===== config.mk =====
export PLATFORM = sky130hd
export DESIGN_NAME = pipe_ctrl_unit
export DESIGN_NICKNAME = d
export VERILOG_FILES = /design/src/rtl/pipe_ctrl_pkg.sv /design/src/rtl/pipe_ctrl_decode.sv /design/src/rtl/pipe_ctrl_unit.sv
export SDC_FILE = /design/constraint.sdc
export NUM_CORES = 1
export LEC_CHECK = 0
export CELL_PAD_IN_SITES_DETAIL_PLACEMENT = 0
export CELL_PAD_IN_SITES_GLOBAL_PLACEMENT = 1
export CORE_ASPECT_RATIO = 0.8
export CORE_MARGIN = 3
export CORE_UTILIZATION = 38
export CTS_BUF_LIST = sky130_fd_sc_hd__clkbuf_4 sky130_fd_sc_hd__clkbuf_8
export CTS_CLUSTER_DIAMETER = 60
export DETAILED_ROUTE_END_ITERATION = 8
export HOLD_SLACK_MARGIN = 0.12
export MAX_ROUTING_LAYER = met4
export PLACE_DENSITY = 0.94
export SYNTH_ARGS = -nofsm -noshare
export SYNTH_HDL_FRONTEND = slang
export SYNTH_SLANG_ARGS = --single-unit

===== constraint.sdc =====
create_clock -name clk -period 2.9 [get_ports clk]
set_input_delay 0.29 -clock clk [delete_from_list [all_inputs] [get_ports clk]]
set_output_delay 0.29 -clock clk [all_outputs]
set_load 0.005 [all_outputs]

===== src/rtl/pipe_ctrl_pkg.sv =====
// Shared opcode/ALU encodings and the decoded-control record carried down the pipeline.
package pipe_ctrl_pkg;

  localparam int unsigned OP_NOP   = 0;
  localparam int unsigned OP_RTYPE = 1;
  localparam int unsigned OP_ADDI  = 2;
  localparam int unsigned OP_SUBI  = 3;
  localparam int unsigned OP_STORE = 4;

  localparam int unsigned ALU_ADD = 0;
  localparam int unsigned ALU_SUB = 1;

  // Fields sized for the widest supported build; each instance uses the low bits.
  localparam int unsigned CTRL_ALU_W = 8;
  localparam int unsigned CTRL_RD_W  = 8;

  typedef struct packed {
    logic                  valid;
    logic                  wen;
    logic [CTRL_ALU_W-1:0] alu;
    logic [CTRL_RD_W-1:0]  rd;
  } ctrl_t;

  localparam ctrl_t CTRL_BUBBLE = '0;

  // True when an in-flight writer targets a non-zero source register.
  function automatic logic raw_hit(input ctrl_t c,
                                   input logic [CTRL_RD_W-1:0] rs1,
                                   input logic [CTRL_RD_W-1:0] rs2);
    logic hit1;
    logic hit2;
    hit1 = (rs1 != '0) && (c.rd == rs1);
    hit2 = (rs2 != '0) && (c.rd == rs2);
    return c.valid & c.wen & (hit1 | hit2);
  endfunction

endpackage


===== src/rtl/pipe_ctrl_decode.sv =====
// Combinational opcode/func decoder producing the pipeline control record and an illegal flag.
module pipe_ctrl_decode
  import pipe_ctrl_pkg::*;
#(
  parameter int unsigned OP_W   = 4,
  parameter int unsigned FUNC_W = 2,
  parameter int unsigned REG_AW = 3
) (
  input  logic              valid,
  input  logic [OP_W-1:0]   opcode,
  input  logic [FUNC_W-1:0] func,
  input  logic [REG_AW-1:0] rd,
  output ctrl_t             ctrl,
  output logic              illegal
);

  logic writes;

  always_comb begin
    ctrl                = CTRL_BUBBLE;
    illegal             = 1'b0;
    writes              = 1'b0;
    ctrl.valid          = valid;
    ctrl.rd[REG_AW-1:0] = rd;
    case (opcode)
      OP_W'(OP_NOP): begin
        writes = 1'b0;
      end
      OP_W'(OP_RTYPE): begin
        ctrl.alu[FUNC_W-1:0] = func;
        writes               = 1'b1;
      end
      OP_W'(OP_ADDI): begin
        ctrl.alu = CTRL_ALU_W'(ALU_ADD);
        writes   = 1'b1;
      end
      OP_W'(OP_SUBI): begin
        ctrl.alu = CTRL_ALU_W'(ALU_SUB);
        writes   = 1'b1;
      end
      OP_W'(OP_STORE): begin
        ctrl.alu = CTRL_ALU_W'(ALU_ADD);
      end
      default: begin
        illegal = 1'b1;
      end
    endcase
    // Register 0 is hardwired zero, so writes to it are dropped here.
    ctrl.wen = valid & writes & (rd != '0);
  end

endmodule


===== src/rtl/pipe_ctrl_unit.sv =====
// Pipelined control unit: decode in ID, carry control through EX and WB_DEPTH writeback stages,
// detect RAW hazards against in-flight writers, and honour stall/flush.
module pipe_ctrl_unit
  import pipe_ctrl_pkg::*;
#(
  parameter int unsigned OP_W     = 4,
  parameter int unsigned FUNC_W   = 2,
  parameter int unsigned ALU_W    = 3,
  parameter int unsigned REG_AW   = 3,
  parameter int unsigned WB_DEPTH = 2,
  parameter int unsigned CNT_W    = 8
) (
  input  logic              clk,
  input  logic              reset,
  input  logic              id_valid,
  input  logic [OP_W-1:0]   id_opcode,
  input  logic [FUNC_W-1:0] id_func,
  input  logic [REG_AW-1:0] id_rs1,
  input  logic [REG_AW-1:0] id_rs2,
  input  logic [REG_AW-1:0] id_rd,
  input  logic              stall,
  input  logic              flush,
  output logic              id_ready,
  output logic              id_hazard,
  output logic              ex_valid,
  output logic [ALU_W-1:0]  ex_alu_control,
  output logic              ex_wen,
  output logic              wb_write,
  output logic [REG_AW-1:0] wb_rd,
  output logic              illegal,
  output logic [CNT_W-1:0]  illegal_cnt
);

  ctrl_t                dec_ctrl;
  logic                 dec_illegal;
  ctrl_t                ex_q;
  ctrl_t [WB_DEPTH-1:0] wb_q;
  logic                 illegal_q;
  logic [CNT_W-1:0]     cnt_q;
  logic                 hazard;
  logic [CTRL_RD_W-1:0] rs1_x;
  logic [CTRL_RD_W-1:0] rs2_x;
  logic                 unused_ctrl_bits;

  pipe_ctrl_decode #(
    .OP_W   (OP_W),
    .FUNC_W (FUNC_W),
    .REG_AW (REG_AW)
  ) u_decode (
    .valid   (id_valid),
    .opcode  (id_opcode),
    .func    (id_func),
    .rd      (id_rd),
    .ctrl    (dec_ctrl),
    .illegal (dec_illegal)
  );

  assign rs1_x = CTRL_RD_W'(id_rs1);
  assign rs2_x = CTRL_RD_W'(id_rs2);

  // The last WB stage is excluded: the register file writes before it is read.
  always_comb begin
    hazard = raw_hit(ex_q, rs1_x, rs2_x);
    for (int unsigned i = 0; i + 1 < WB_DEPTH; i++) begin
      if (raw_hit(wb_q[i], rs1_x, rs2_x)) begin
        hazard = 1'b1;
      end
    end
  end

  assign id_hazard = id_valid & hazard;
  assign id_ready  = id_valid & ~stall & ~flush & ~hazard;

  always_ff @(posedge clk or negedge reset) begin
    if (!reset) begin
      ex_q      <= CTRL_BUBBLE;
      wb_q      <= '0;
      illegal_q <= 1'b0;
      cnt_q     <= '0;
    end else begin
      ex_q    <= id_ready ? dec_ctrl : CTRL_BUBBLE;
      wb_q[0] <= ex_q;
      for (int unsigned i = 1; i < WB_DEPTH; i++) begin
        wb_q[i] <= wb_q[i-1];
      end
      illegal_q <= id_ready & dec_illegal;
      if (id_ready && dec_illegal && (cnt_q != '1)) begin
        cnt_q <= cnt_q + CNT_W'(1);
      end
    end
  end

  assign ex_valid       = ex_q.valid;
  assign ex_alu_control = ex_q.alu[ALU_W-1:0];
  assign ex_wen         = ex_q.wen;
  // wen is only ever set together with valid, so it alone is the write strobe.
  assign wb_write       = wb_q[WB_DEPTH-1].wen;
  assign wb_rd          = wb_q[WB_DEPTH-1].rd[REG_AW-1:0];
  assign illegal        = illegal_q;
  assign illegal_cnt    = cnt_q;

  assign unused_ctrl_bits = ^{ex_q, wb_q};

endmodule


# [Word-level counts from Yosys, hierarchy flattened]
# Index checks and enable logic that the tools add are counted.
[word_totals] input_bits=20 word_cells=54 out_inout_bits=20 regBits=36
[op_classes] eq_ne=9 n_bitwise=16 n_addsub=1 n_reduce_logical=12 mux=5
[ops] operator="8-bit by 3-bit == test with 1-bit output" count=4
[ops] operator="18-bit two-way mux" count=1
[ops] operator="8-bit nonzero test" count=2
[ops] operator="1-bit AND" count=11
[ops] operator="8-bit by 1-bit adder with 8-bit output (second input constant)" count=1
[ops] operator="4-bit by 2-bit == test with 1-bit output (second input constant)" count=2
[ops] operator="8-bit != test (second input constant)" count=1
[ops] operator="1-bit logical AND" count=6
[ops] operator="5-bit OR reduction" count=1
[ops] operator="4-bit by 1-bit == test with 1-bit output (second input constant)" count=1
[ops] operator="4-bit by 3-bit == test with 1-bit output (second input constant)" count=1
[ops] operator="4-bit logical NOT" count=1
[ops] operator="2-bit case mux with 2 select lines" count=1
[ops] operator="1-bit two-way mux" count=3
[ops] operator="1-bit NOT" count=3
[ops] operator="3-bit nonzero test" count=1
[ops] operator="3-bit OR reduction" count=1
[ops] operator="1-bit bitwise OR" count=2

# [Depth between registers and ports, before layout]
# Gate-level depths: netlist (run 1).
[logic_depth] word_depth=9 depth_mapped=7 ltp_nobuf=6

# [By module]
# A second synthesis (run 1) with hierarchy kept.
[unflattened] hier_cells=138 area_unflattened_um2=1741.7
[by_module_without_submodules] mod="pipe_ctrl_unit" area_per_inst_um2=1567.8 seq_area_each_um2=900.9 instances=1 cells_each=114
[by_module_without_submodules] mod="pipe_ctrl_decode" area_per_inst_um2=173.9 seq_area_each_um2=0.0 instances=1 cells_each=24

# [Least setup slack after synthesis (run 1)]
# OpenSTA, ideal clock, no wires.
[synth_path] kind="register -> register" start="register ex_q[2] (netlist bit)" end="register cnt_q[1] (netlist: illegal_cnt[1])" stages_incl_launch_ff=7 path_slack_ps=1176 arrival_ps=1599 path_buffers=0 required_time_ps=2775 setup_time_ps=125 synth_period_minus_slack_ps=1724 cell_sequence="dfrtp_1 > xor2_1 > a2111oi_0 > a22o_1 > nor3_4 > nand3_2 > mux2_4"
[synth_via] elab_chain_len=9 elab_cells_between_ends=11 classes_between="eq/ne (2); mux (1); bitwise (4); reduce/logical (4)"
[synth_lines] item="start, declared" line="pipe_ctrl_unit.sv:36" text="ctrl_t ex_q;"
[synth_lines] item="start signal, assigned" line="pipe_ctrl_unit.sv:81" text="ex_q <= id_ready ? dec_ctrl : CTRL_BUBBLE;"
[synth_lines] item="8-bit by 3-bit == test with 1-bit output, on equally long branches" line="pipe_ctrl_pkg.sv:32, pipe_ctrl_pkg.sv:33"
[synth_lines] item="1-bit logical AND, on equally long branches" line="pipe_ctrl_pkg.sv:32, pipe_ctrl_pkg.sv:33"
[synth_lines] item="1-bit bitwise OR (*)" line="pipe_ctrl_pkg.sv:34" text="return c.valid & c.wen & (hit1 | hit2);"
[synth_lines] item="1-bit AND (*)" line="pipe_ctrl_pkg.sv:34"
[synth_lines] item="1-bit two-way mux (*)" line="pipe_ctrl_unit.sv:65" text="if (raw_hit(wb_q[i], rs1_x, rs2_x)) begin"
[synth_lines] item="1-bit NOT (*)" line="pipe_ctrl_unit.sv:72" text="assign id_ready = id_valid & ~stall & ~flush & ~hazard;"
[synth_lines] item="1-bit AND (*)" line="pipe_ctrl_unit.sv:72"
[synth_lines] item="1-bit logical AND (*) (2 in series)" line="pipe_ctrl_unit.sv:87" text="if (id_ready && dec_illegal && (cnt_q != '1)) begin"
[synth_lines] item="end signal, assigned" line="pipe_ctrl_unit.sv:88" text="cnt_q <= cnt_q + CNT_W'(1);"
[synth_lines] item="end, declared" line="pipe_ctrl_unit.sv:39" text="logic [CNT_W-1:0] cnt_q;"
# Every way passes the cells marked *; elsewhere a longest branch is shown, timed or not.
# A chain may end at the register's enable or synchronous reset.

# [Final worst setup path (run 1)]
[layout_path] start="input port id_rs1[1]" end="output port id_hazard"
[layout_via] elab_chain_len=6 elab_cells_between_ends=11 classes_between="eq/ne (2); mux (1); bitwise (5); reduce/logical (3)"
[layout_lines] item="start, declared" line="pipe_ctrl_unit.sv:18" text="input logic [REG_AW-1:0] id_rs1,"
[layout_lines] item="8-bit by 3-bit == test with 1-bit output or 8-bit nonzero test (tied branches)" line="pipe_ctrl_pkg.sv:32" text="hit1 = (rs1 != '0) && (c.rd == rs1);"
[layout_lines] item="1-bit logical AND" line="pipe_ctrl_pkg.sv:32"
[layout_lines] item="1-bit bitwise OR" line="pipe_ctrl_pkg.sv:34"
[layout_lines] item="1-bit AND" line="pipe_ctrl_pkg.sv:34"
[layout_lines] item="1-bit two-way mux (*)" line="pipe_ctrl_unit.sv:65"
[layout_lines] item="1-bit AND (*)" line="pipe_ctrl_unit.sv:71" text="assign id_hazard = id_valid & hazard;"
[layout_lines] item="end, declared" line="pipe_ctrl_unit.sv:24" text="output logic id_hazard,"
# Marks and branches as above.

==> qor.txt, run 1 <==
Run status: complete, no violations
Critical path's top delay family: buffers and inverters
Number of diodes: 0
Kind of critical path: in2out
P&R area growth vs syn: 37.3%
# IOs: 40
Data required, critical path: 2.61 ns
TritonCTS clock tree: built
Synth Cell Area: 0.00117 mm^2
Die Area: 0.00377 mm^2
Mean Syn Cell Area: 11.2 um^2
Final setup TNS: 0 ns
CP Max Fanout: 3
Via Count: 879
Met1 usage: 17.8%
Leak: 0.694 nW
DR vias/cell: 4.91
Post-CTS setup buffers: 0
CTS Buffer Depth: 2
Minimum clock period: 2.57 ns
Distinct cells, synth: 31
Die width: 67.9 um
Row cnt: 17
H-tree depth: 1
Worst vdd ir: 298 uV
Remaining global-route overflow: 0
Final instance area: 0.00160 mm^2
Largest cells by area after synthesis: dfrtp_1 54%, xor2_1 6.0%, buf_4 3.9%, xnor2_1 3.8%, nor2_1 2.9%
NumNets Final: 163
Register bit total from synthesis: 25
Slew Limit Fails: 0
Clock Skews: 0.00467 ns
Post-synth EDFFs: 0
Detailed-route wire length per cell: 13.7 um
Cells after synthesis: 104
Share of the synthesized area in the top cell type: 53.6%
Share of synthesized flip-flops with an asynchronous set or reset: 100%
Post-DRT Antenna Nets: 0
Clk Latency, worst-skew pair: 0.27 ns
Crit path arrival time: 2.28 ns
Worst setup EP type: output port
Placed Area: 0.00155 mm^2
Clock root buffer: clkbuf_8
Gr busiest metal: met2
# clock sinks: 25
Maxcap violations: 0
Clk slew on worst S/H paths: 0.09 ns
Buf/Inv on CP: 2
Hold bufs inserted after CTS: 0
First-pass GRT wire length: 4110 um
Number of iterations in the first detailed-routing pass: 4
Placeable Area: 0.00285 mm^2
Gpl congestion: 0.882
Final Hold Fails: 0
Drt initial violations: 32
P per Cell Area: 498 mW/mm^2
Final WL: 2450 um
Worst path cell trace: clkdlybuf4s50_1 > xor2_1 > a2111oi_0 > a22o_1 > o21a_1 > clkdlybuf4s50_1
Tcrit/Tclk final: 88.6%
Tot GR Track Use: 14.7%
Top_reg_cell synth: dfrtp_1
Fmax: 389 MHz
Setup Slack @ Placement: 0.340 ns
DRC viols: 0
CTS buffer count: 3
RSZ-0062 raised after global routing: no
Largest net degree at the start of global routing: 26
Routing usage on met3: 5.49%
Initial antenna violation count: 0
Min-delay worst type: in2async
Max stage delay on crit path: 0.49 ns
I/O Buffers: 38
Setup slack after layout: 0.330 ns
CP Launch Type: input pin
Post-CTS Resized: 0
Synth warn: 0
Cell taking the most area after synthesis: dfrtp_1
Post-DP HPWL: 1910 um
Die height: 55.5 um
Post-synthesis sequential area ratio: 53.6%
Layout cells sized above 1: 6.38%
Total power: 0.000797 W
R2R Setup Slk: 0.88 ns
CP dominant cell by count: clkdlybuf4s50_1
Util after Layout: 56.2%
Met2 Use GR: 23.4%
Synthesized Nets: 125
Initial core utilization: 40.9%
Vias in the first global route: 906
Slowest-stage cell, CP: clkdlybuf4s50_1
# setup viols final: 0
==> worst reg2reg max path, stage by stage (launching register included) <==
cell	delay [ns]
dfrtp_1	0.43
xor2_1	0.17
a2111oi_0	0.36
a22o_1	0.30
nor3_4	0.07
buf_4	0.18
nand3_2	0.09
mux2_4	0.30
==> through the flow <==
stage / cells / hold WS [ns]
3_5_place_dp: 175 / 0.364
6_report: 179 / 0.377
4_1_cts: 179 / 0.384
5_1_grt: 179 / 0.393
2_1_floorplan: 104 / -0.00559
3_3_place_gp: 175 / 0.359
==> cell usage after synthesis, drive strengths merged, types with 2 or more instances <==
library cell	n
dfrtp	25
nor2	9
xor2	8
buf	7
and2	5
nand2	5
nand3	5
xnor2	5
a2111oi	4
a31oi	3
inv	3
nand4	3
o21ai	3
a22o	2
and3	2
and4	2
nor3	2
o21bai	2
==> metal layers <==
layer	vias up	wire (um)	share of wire [%]
li1	432	-	-
met5	-	0	0
met1	414	1050	43
met3	3	158	6.5
met2	30	1220	50
met4	0	17	0.69
==> worst paths after layout <==
path / startpoint / depth (start not counted) / to
max: id_rs1[1] / 6 / id_hazard
min: reset / 2 / ex_q[2]$_DFF_PN0_
max reg2reg: ex_q[2]$_DFF_PN0_ / 7 / illegal_cnt[1]$_DFFE_PN0P_
min reg2reg: wb_q[16]$_DFF_PN0_ / 0 / wb_write$_DFF_PN0_
max in group asynchronous: reset / 2 / illegal$_DFF_PN0_
min in group clk: wb_q[16]$_DFF_PN0_ / 0 / wb_write$_DFF_PN0_
==> cells by family after synthesis <==
group | count (synthesis) | share of synthesized area, %
buffers and inverters | 10 | 5.79
adder cells (fa/ha/maj) | 1 | 1.07
XOR/XNOR | 13 | 9.76
other | 1 | 0.322
AO/OA/AOI/OAI | 17 | 10.6
flip-flops | 25 | 53.6
AND/OR/NAND/NOR | 36 | 17.5
multiplexers | 1 | 1.29
==> power breakdown <==
group	total (W)	internal, W	switching, W
Sequential	0.000415	0.000379	0.0000357
Combinational	0.000173	0.000112	0.0000612
Clock	0.000209	0.0000974	0.000111
==> cells in the final DEF, fill, tap and decap left out, drive strengths merged <==
cell and instances:
conb 1, nand4 3, buf 2, and3 2, xor2 8, nor3b 1, nand2b 1, clkdlybuf4s50 38
nor2b 1, clkinvlp 1, a31oi 3, nand3 5, a21oi 1, o32ai 1, a2111oi 4, and2 5
nor3 2, o21a 1, dfrtp 25, o21bai 2, clkbuf 3, nand2 5, ha 1, nor2 9
a22o 2, mux2 1, and4 2, inv 3, o21ai 3, xnor2 5
==> state kept, by name (all words and copies together) (netlist names) <==
register / count
wb_write: 1
ex_alu_control: 2
illegal_cnt: 8
illegal: 1
ex_wen: 1
wb_q: 5
wb_rd: 3
ex_valid: 1
ex_q: 3
==> area by class of cell <==
type                       count  area, um^2
sequential                    25         626
fill                         255        1250
inverter                       3        11.3
clock inverter                 1        7.51
multi-input combinational     69         473
timing repair buffer          40         395
tap                           38        47.5
clock buffer                   3        41.3
Note: power is estimated with default switching activity, not from simulation.
==> run 2: changes to the inputs <==
Settings changed: SETUP_SLACK_MARGIN set to 0.1.
==> results of run 2 <==
The final DEF is identical to that of run 1; final timing and power are the same.
==> run 3: changes to the inputs <==
Settings changed: CTS_CLUSTER_SIZE set to 14.
==> results of run 3 <==
The final DEF is identical to that of run 1; final timing and power are the same.
